## config.mk

```make
export PLATFORM = sky130hd
export DESIGN_NAME = uart_arbiter
export DESIGN_NICKNAME = d
export VERILOG_FILES = /design/src/rtl/uart_arb_pkg.sv /design/src/rtl/uart_arbiter_rr_pick.sv /design/src/rtl/uart_arbiter.sv
export SDC_FILE = /design/constraint.sdc
export NUM_CORES = 1
export LEC_CHECK = 0
export ABC_CLOCK_PERIOD_IN_PS = 5500
export CORE_AREA = 2 2 75 77
export DETAILED_ROUTE_END_ITERATION = 16
export DIE_AREA = 0 0 77 79
export GPL_TIMING_DRIVEN = 0
export MAX_ROUTING_LAYER = met4
export PLACE_DENSITY = 0.83
export SLEW_MARGIN = 20
export SYNTH_ARGS = -nofsm -noshare
export SYNTH_HDL_FRONTEND = slang
export SYNTH_SLANG_ARGS = --single-unit
export TNS_END_PERCENT = 100
```

## constraint.sdc

```tcl
create_clock -name clk -period 5.5 [get_ports clk]
set_input_delay 0.55 -clock clk [delete_from_list [all_inputs] [get_ports clk]]
set_output_delay 0.55 -clock clk [all_outputs]
set_load 0.02 [all_outputs]
```

## src/rtl/uart_arb_pkg.sv

```systemverilog
// Shared types and constants for the uart_unit arbiter.
package uart_arb_pkg;
  typedef enum logic [1:0] {
    IDLE    = 2'd0,
    ISSUE   = 2'd1,
    WAIT    = 2'd2,
    RELEASE = 2'd3
  } state_e;

  localparam logic SEND      = 1'b1;
  localparam logic RECV      = 1'b0;
  localparam int   CNT_W_DEF = 16;
endpackage

```

## src/rtl/uart_arbiter_rr_pick.sv

```systemverilog
// Combinational round-robin picker: first set request at or after ptr, searching circularly.
module rr_pick #(
  parameter int N  = 2,
  parameter int IW = (N > 1) ? $clog2(N) : 1
) (
  input  logic [N-1:0]  req,
  input  logic [IW-1:0] ptr,
  output logic [N-1:0]  pick,
  output logic [IW-1:0] idx,
  output logic          any
);
  logic [N-1:0] rot;
  logic [IW:0]  off;
  logic [IW:0]  sum;

  // Rotate so bit k of rot is req[(ptr+k) mod N]; lowest set bit wins.
  always_comb begin
    rot = N'({req, req} >> ptr);
    off = '0;
    for (int k = N - 1; k >= 0; k--) begin
      if (rot[k]) off = (IW+1)'(k);
    end
    sum = {1'b0, ptr} + off;
    if (sum >= (IW+1)'(N)) sum = sum - (IW+1)'(N);
    idx = sum[IW-1:0];
  end

  assign any  = |req;
  assign pick = any ? (N'(1) << idx) : '0;
endmodule

```

## src/rtl/uart_arbiter.sv

```systemverilog
// Round-robin arbiter sharing one uart_unit byte engine between N requesters,
// with wrapping completion counters for debug.
module uart_arbiter
  import uart_arb_pkg::*;
#(
  parameter int N     = 2,
  parameter int CNT_W = CNT_W_DEF
) (
  input  logic             clk,
  input  logic             rst,
  input  logic [N-1:0]     req,
  input  logic [N-1:0]     rors,
  input  logic [N*8-1:0]   txdata,
  output logic [N-1:0]     gnt,
  output logic [N-1:0]     done,
  output logic [7:0]       rdata,
  output logic             busy,
  output logic             uart_go,
  output logic             uart_rors,
  output logic [7:0]       uart_txdata,
  input  logic [7:0]       uart_rxdata,
  input  logic             uart_done,
  output logic [CNT_W-1:0] tx_count,
  output logic [CNT_W-1:0] rx_count
);
  localparam int IW = (N > 1) ? $clog2(N) : 1;

  state_e           state_q, state_d;
  logic [IW-1:0]    ptr_q, ptr_d;
  logic [IW-1:0]    gidx_q, gidx_d;
  logic [N-1:0]     gnt_q, gnt_d;
  logic [N-1:0]     done_q, done_d;
  logic [7:0]       rdata_q, rdata_d;
  logic             go_q, go_d;
  logic             rors_q, rors_d;
  logic [7:0]       txd_q, txd_d;
  logic [CNT_W-1:0] tx_count_q, tx_count_d;
  logic [CNT_W-1:0] rx_count_q, rx_count_d;

  logic [N-1:0]     pick;
  logic [IW-1:0]    pick_idx;
  logic             pick_any;

  rr_pick #(.N(N), .IW(IW)) u_pick (
    .req  (req),
    .ptr  (ptr_q),
    .pick (pick),
    .idx  (pick_idx),
    .any  (pick_any)
  );

  always_comb begin
    state_d    = state_q;
    ptr_d      = ptr_q;
    gidx_d     = gidx_q;
    gnt_d      = gnt_q;
    done_d     = '0;
    rdata_d    = rdata_q;
    go_d       = 1'b0;
    rors_d     = rors_q;
    txd_d      = txd_q;
    tx_count_d = tx_count_q;
    rx_count_d = rx_count_q;
    case (state_q)
      IDLE: begin
        if (pick_any) begin
          state_d = ISSUE;
          gnt_d   = pick;
          gidx_d  = pick_idx;
          rors_d  = rors[pick_idx];
          txd_d   = txdata[{pick_idx, 3'b000} +: 8];
          go_d    = 1'b1;
        end
      end
      ISSUE: state_d = WAIT;
      WAIT: begin
        if (uart_done) begin
          done_d = gnt_q;
          if (rors_q == RECV) rdata_d = uart_rxdata;
          if (rors_q == SEND) tx_count_d = tx_count_q + CNT_W'(1);
          else                rx_count_d = rx_count_q + CNT_W'(1);
          ptr_d   = (gidx_q == IW'(N - 1)) ? '0 : gidx_q + IW'(1);
          state_d = RELEASE;
        end
      end
      RELEASE: begin
        gnt_d   = '0;
        state_d = IDLE;
      end
      default: state_d = IDLE;
    endcase
  end

  always_ff @(posedge clk) begin
    if (rst) begin
      state_q    <= IDLE;
      ptr_q      <= '0;
      gidx_q     <= '0;
      gnt_q      <= '0;
      done_q     <= '0;
      rdata_q    <= '0;
      go_q       <= 1'b0;
      rors_q     <= 1'b0;
      txd_q      <= '0;
      tx_count_q <= '0;
      rx_count_q <= '0;
    end else begin
      state_q    <= state_d;
      ptr_q      <= ptr_d;
      gidx_q     <= gidx_d;
      gnt_q      <= gnt_d;
      done_q     <= done_d;
      rdata_q    <= rdata_d;
      go_q       <= go_d;
      rors_q     <= rors_d;
      txd_q      <= txd_d;
      tx_count_q <= tx_count_d;
      rx_count_q <= rx_count_d;
    end
  end

  assign gnt         = gnt_q;
  assign done        = done_q;
  assign rdata       = rdata_q;
  assign busy        = (state_q != IDLE);
  assign uart_go     = go_q;
  assign uart_rors   = rors_q;
  assign uart_txdata = txd_q;
  assign tx_count    = tx_count_q;
  assign rx_count    = rx_count_q;
endmodule

```

* After elaboration in Yosys (flattened, before gate mapping)
Index checks and enable logic that the tools add are counted.
Operators by class: $lt $le $gt $ge 2, bitwise logic cells 4, eq/ne operators 5, multiplexer cells 12, shift-type cells 3, reductions and logical operators 12, add/subtract/negate cells 5
Operator list (number):
- 16-bit by 1-bit adder with 16-bit output (second input constant) | 2
- 16-bit by 5-bit variable part select with 8-bit output | 1
- 2-bit one-hot mux with 4 select lines | 1
- 2-bit AND reduction | 4
- 1-bit two-way mux | 7
- 2-bit two-way mux | 3
- 3-bit AND reduction | 2
- 2-bit == test (second input constant) | 2
- 2-bit inequality test (second input constant) | 2
- 1-bit inverter | 4
- 2-bit one-hot mux with 2 select lines | 1
- 2-bit nonzero test | 2
- 2-bit OR reduction | 2
- 4-bit by 1-bit >> shifter with 2-bit output | 1
- 3-bit OR reduction | 1
- 1-bit by 1-bit adder with 2-bit output | 1
- 2-bit by 1-bit == test with 1-bit output (second input constant) | 1
- 2-bit >= comparator (second input constant) | 1
- 2-bit logical NOT | 1
- 1-bit by 2-bit less-than comparator with 1-bit output (second input constant) | 1
- 1-bit by 1-bit << shifter with 2-bit output (first input constant) | 1
- 1-bit adder (second input constant) | 1
- 1-bit subtractor (second input constant) | 1
Word-level totals: output and inout port bits 55, bits in registers 58

* Longest topological paths before layout
depth after elaboration 9, gate-level depth with buffers 8, gate-level depth less buffers 6

* By module
From an unflattened synthesis, not the netlist that was laid out.
Second synthesis, totals: cells, all modules 290, area total of the unflattened synthesis 2524.9 µm²
By module, submodules not included:
- uart_arbiter | cells an instance 284, times used 1, area an instance 2488.6 µm²
- rr_pick | cells an instance 6, times used 1, area an instance 36.3 µm²

* Least setup slack after synthesis
No wires, ideal clock.
kind flip-flop to flip-flop, from reg state_q[0], to reg rx_count_q[15], in the netlist rx_count[15], stages on the path, launching flop included 8, required time 5.379 ns, path slack 3.595 ns, data arrival time 1.784 ns, library setup time 0.121 ns, path through dfxtp_1 > inv_1 > ha_1 > buf_2 > nand4_1 > nor4_2 > and3_1 > mux2_2
On the way: longest elaborated chain between the ends 2
Ends and longest elaborated chain:
- start, declared | line uart_arbiter.sv:28 | state_e state_q, state_d;
- start signal, assigned | line uart_arbiter.sv:108 | state_q <= state_d;
- 2-bit == test | line uart_arbiter.sv:64 | case (state_q)
- 3-bit AND reduction (no source line)
- end signal, assigned | line uart_arbiter.sv:118 | rx_count_q <= rx_count_d;
- end, declared | line uart_arbiter.sv:38 | logic [CNT_W-1:0] rx_count_q, rx_count_d;
Every way passes these cells. A chain may end at the register's enable or synchronous reset.

* Worst setup path after layout
from in uart_done, to reg rx_count_q[15], in the netlist rx_count[15]
On the way: longest elaborated chain between the ends 1
Ends and longest elaborated chain:
- start, declared | line uart_arbiter.sv:22 | input logic uart_done,
- 3-bit AND reduction (no source line)
Every way passes these cells.

==> flow_metrics.py <==
metrics = {
    "sta": {
        "fmax_mhz": 435,
        "period_share_pct": 41.8,
        "clock_skew_ps": 4.99,
        "slew_violations": 0,
        "layout_setup_ws_ps": 3200,
        "holdWs_ps": 456,
        "rsz0062_at_grt": "false",
        "setup_viol": 0,
        "tightest_slew_ps": 790,
        "slew_headroom_pct": 47.3,
        "tns_ps": 0,
        "layout_min_cycle_time_ps": 2300,
        "hold_viol_final": 0,
    },
    "synth": {
        "synth_top_area_cell": "dfxtp_1",
        "yosys-top-cells-area": "dfxtp_1, nor2_1, a21oi_1",
        "yosysSeqAreaShare_pct": 47.2,
        "syn_nets": 311,
        "avgSynthCellArea_um2": 8.99,
        "synth_cells": 274,
        "yosysTopAreaCellShare_pct": 47.2,
        "ys_types": 39,
        "ys_ff_latch": 58,
        "syn_area_um2": 2460,
        "yosysWarnings": 0,
    },
    "detailed_routing": {
        "highest_layer": "met4",
        "routed_wl_mm": 6.09,
        "wl_met2_mm": 2.95,
        "dr.pass1.iters": 5,
        "viasPerCell": 5.23,
        "wl_per_cell_um": 13.6,
        "postRouteAntennaNets": 0,
        "met1_length_mm": 2.68,
        "drcViolationCount": 0,
        "routed-wl-met3_um": 364,
        "vias": 2334,
        "drtIter0Drc": 98,
    },
    "floorplan": {
        "die_w_um": 77,
        "die-height_um": 79,
        "dieArea_um2": 6080,
        "io_pins": 86,
        "start_util_pct": 46.1,
        "coreArea_um2": 5340,
        "fp-row-count": 27,
    },
    "final_layout": {
        "nets": 406,
        "area_delta_synth_final_pct": 45.2,
        "drive_gt1_share_pct": 7.22,
        "final_cell_count_no_fill": 446,
        "antennaDiodeCount": 0,
    },
    "clock_network": {
        "cts_tree": "done",
        "clock_latency_ps": 330,
        "cts_setup_buffers": 0,
        "post_cts_resize_count": 0,
        "clk_path_buf_depth": 2,
        "htreeDepth": 3,
        "holdBufCountCts": 0,
        "clockRootBuffer": "clkbuf_8",
        "clock_sinks": 58,
        "clk_pin_slew_ps": 60,
        "cts_made_buffers": 9,
    },
    "critical_path": {
        "startpoint": "uart_done",
        "cp.required_ps": 5720,
        "critPathLaunchType": "primary input",
        "reg2reg_slack_ps": 3300,
        "crit_path_end_kind": "flip-flop",
        "crit_fanout": 8,
        "critical_path_class": "in2reg",
        "r2r_start": "state_q[0]",
        "worst_ep_arrival_time_ps": 2520,
    },
    "power": {
        "powerDensity_nw_per_um2": 319,
        "vdd_drop_max_uv": 257,
        "p_leak_uw": 0.00130,
    },
    "place": {
        "place_inst": 430,
        "port-buffer-count": 84,
        "place_congestion": 0.834,
        "dp_hpwl_mm": 4.27,
        "dp_slack_ps": 2850,
    },
    "grt": {
        "grt.total_usage_pct": 21.2,
        "grt_pass1_wl_mm": 9.99,
        "grt_pass1_vias": 2209,
        "grt_max_degree": 11,
        "overflow": 0,
        "antenna_found_initial": 0,
    },
    "worst_hold_path": {
        "hp-start": "rdata[0]",
        "hp-class": "reg2reg",
    },
    "job": {
        "drv_cap": 0,
    },
    "outcome": {
        "status": "completed",
    },
}
==> cell families after synthesis <==
group	synth area share, %
buffers and inverters	3.56
AND/OR/NAND/NOR	25.9
multiplexers	2.18
flip-flops	47.2
AO/OA/AOI/OAI	11.8
adder cells (fa/ha/maj)	3.05
XOR/XNOR	6.40
==> cells in the mapped netlist (all sizes together) <==
cell,number
nor2b,4
ha,6
nand3b,1
nand2b,2
nand3,9
nor2,40
or2,1
inv,9
and3,2
nand4,10
mux2,3
nor3b,4
buf,4
nand2,26
a21o,1
nor3,7
a222oi,9
and2,1
mux2i,2
clkbuf,9
and3b,1
o31ai,4
or4,4
or3,3
xor2,10
and4,3
a22oi,2
a21oi,22
nor4,3
dfxtp,58
o21ai,4
a31o,2
xnor2,8
==> stage by stage <==
| stage | total power, uW | util [%] | area (um^2) |
|---|---|---|---|
| 2_1_floorplan | 664 | - | 2460 |
| 3_3_place_gp | 779 | 63.6 | 3390 |
| 3_5_place_dp | 788 | 63.6 | 3390 |
| 4_1_cts | 1150 | 67.0 | 3580 |
| 5_1_grt | 1200 | 67.0 | 3580 |
| 6_report | 1140 | 67.0 | 3580 |
==> report_power, final <==
group          switching, uW  total [uW]  leakage, uW  internal, uW
Clock                    161         360    0.0000965           199
Combinational            158         295     0.000733           137
Sequential              27.3         486     0.000470           458
==> worst max-delay path: stages <==
cell and delay, ps:
clkdlybuf4s50_1 630, nand4_1 280, nor4_2 500, and3_1 240, mux2_2 320
==> per-layer routing <==
layer	track usage (%)	vias up
li1	-	1156
met1	24.6	1094
met2	35.3	73
met3	5.34	11
met4	8.93	0
met5	-	-
==> cell usage in the layout (no fill, tap or decap), types with 2 or more instances in the layout <==
cell and count:
clkdlybuf4s50_1 84, dfxtp_1 58, nor2_1 40, nand2_1 26
a21oi_1 22, clkbuf_8 12, clkbuf_1 11, xor2_1 10
inv_1 9, a222oi_1 9, nand4_1 9, nand3_1 8
xnor2_1 8, nor3_1 7, ha_1 6, o21ai_0 4
o31ai_1 4, or4_1 4, nor3b_1 4, nor2b_1 4
and4_1 3, or3_1 3, mux2_2 3, buf_1 2
and3_1 2, mux2i_1 2, a22oi_1 2, nand2b_1 2
a31o_2 2, clkinv_2 2
==> path summary, 6_finish.rpt <==
path                            cells after the start      endpoint
worst max-delay path                                5  rx_count[15]
worst min-delay path                                2      rdata[0]
worst max register to register                      7  rx_count[15]
worst min register to register                      2      rdata[0]
==> layout make-up <==
type / count / area [um^2]
fill: 467 / 1760
tap: 72 / 90.1
multi-input combinational: 194 / 1210
timing repair buffer: 84 / 841
inverter: 9 / 33.8
clock inverter: 2 / 10.0
buffer: 13 / 53.8
sequential: 58 / 1160
clock buffer: 14 / 173
==> flip-flops by register name, indices dropped and copies added (netlist names), 2 cells and up <==
register / cells
rx_count: 16
tx_count: 16
rdata: 8
uart_txdata: 8
done: 2
gnt: 2
state_q: 2
Note: power is estimated with default switching activity, not from simulation.
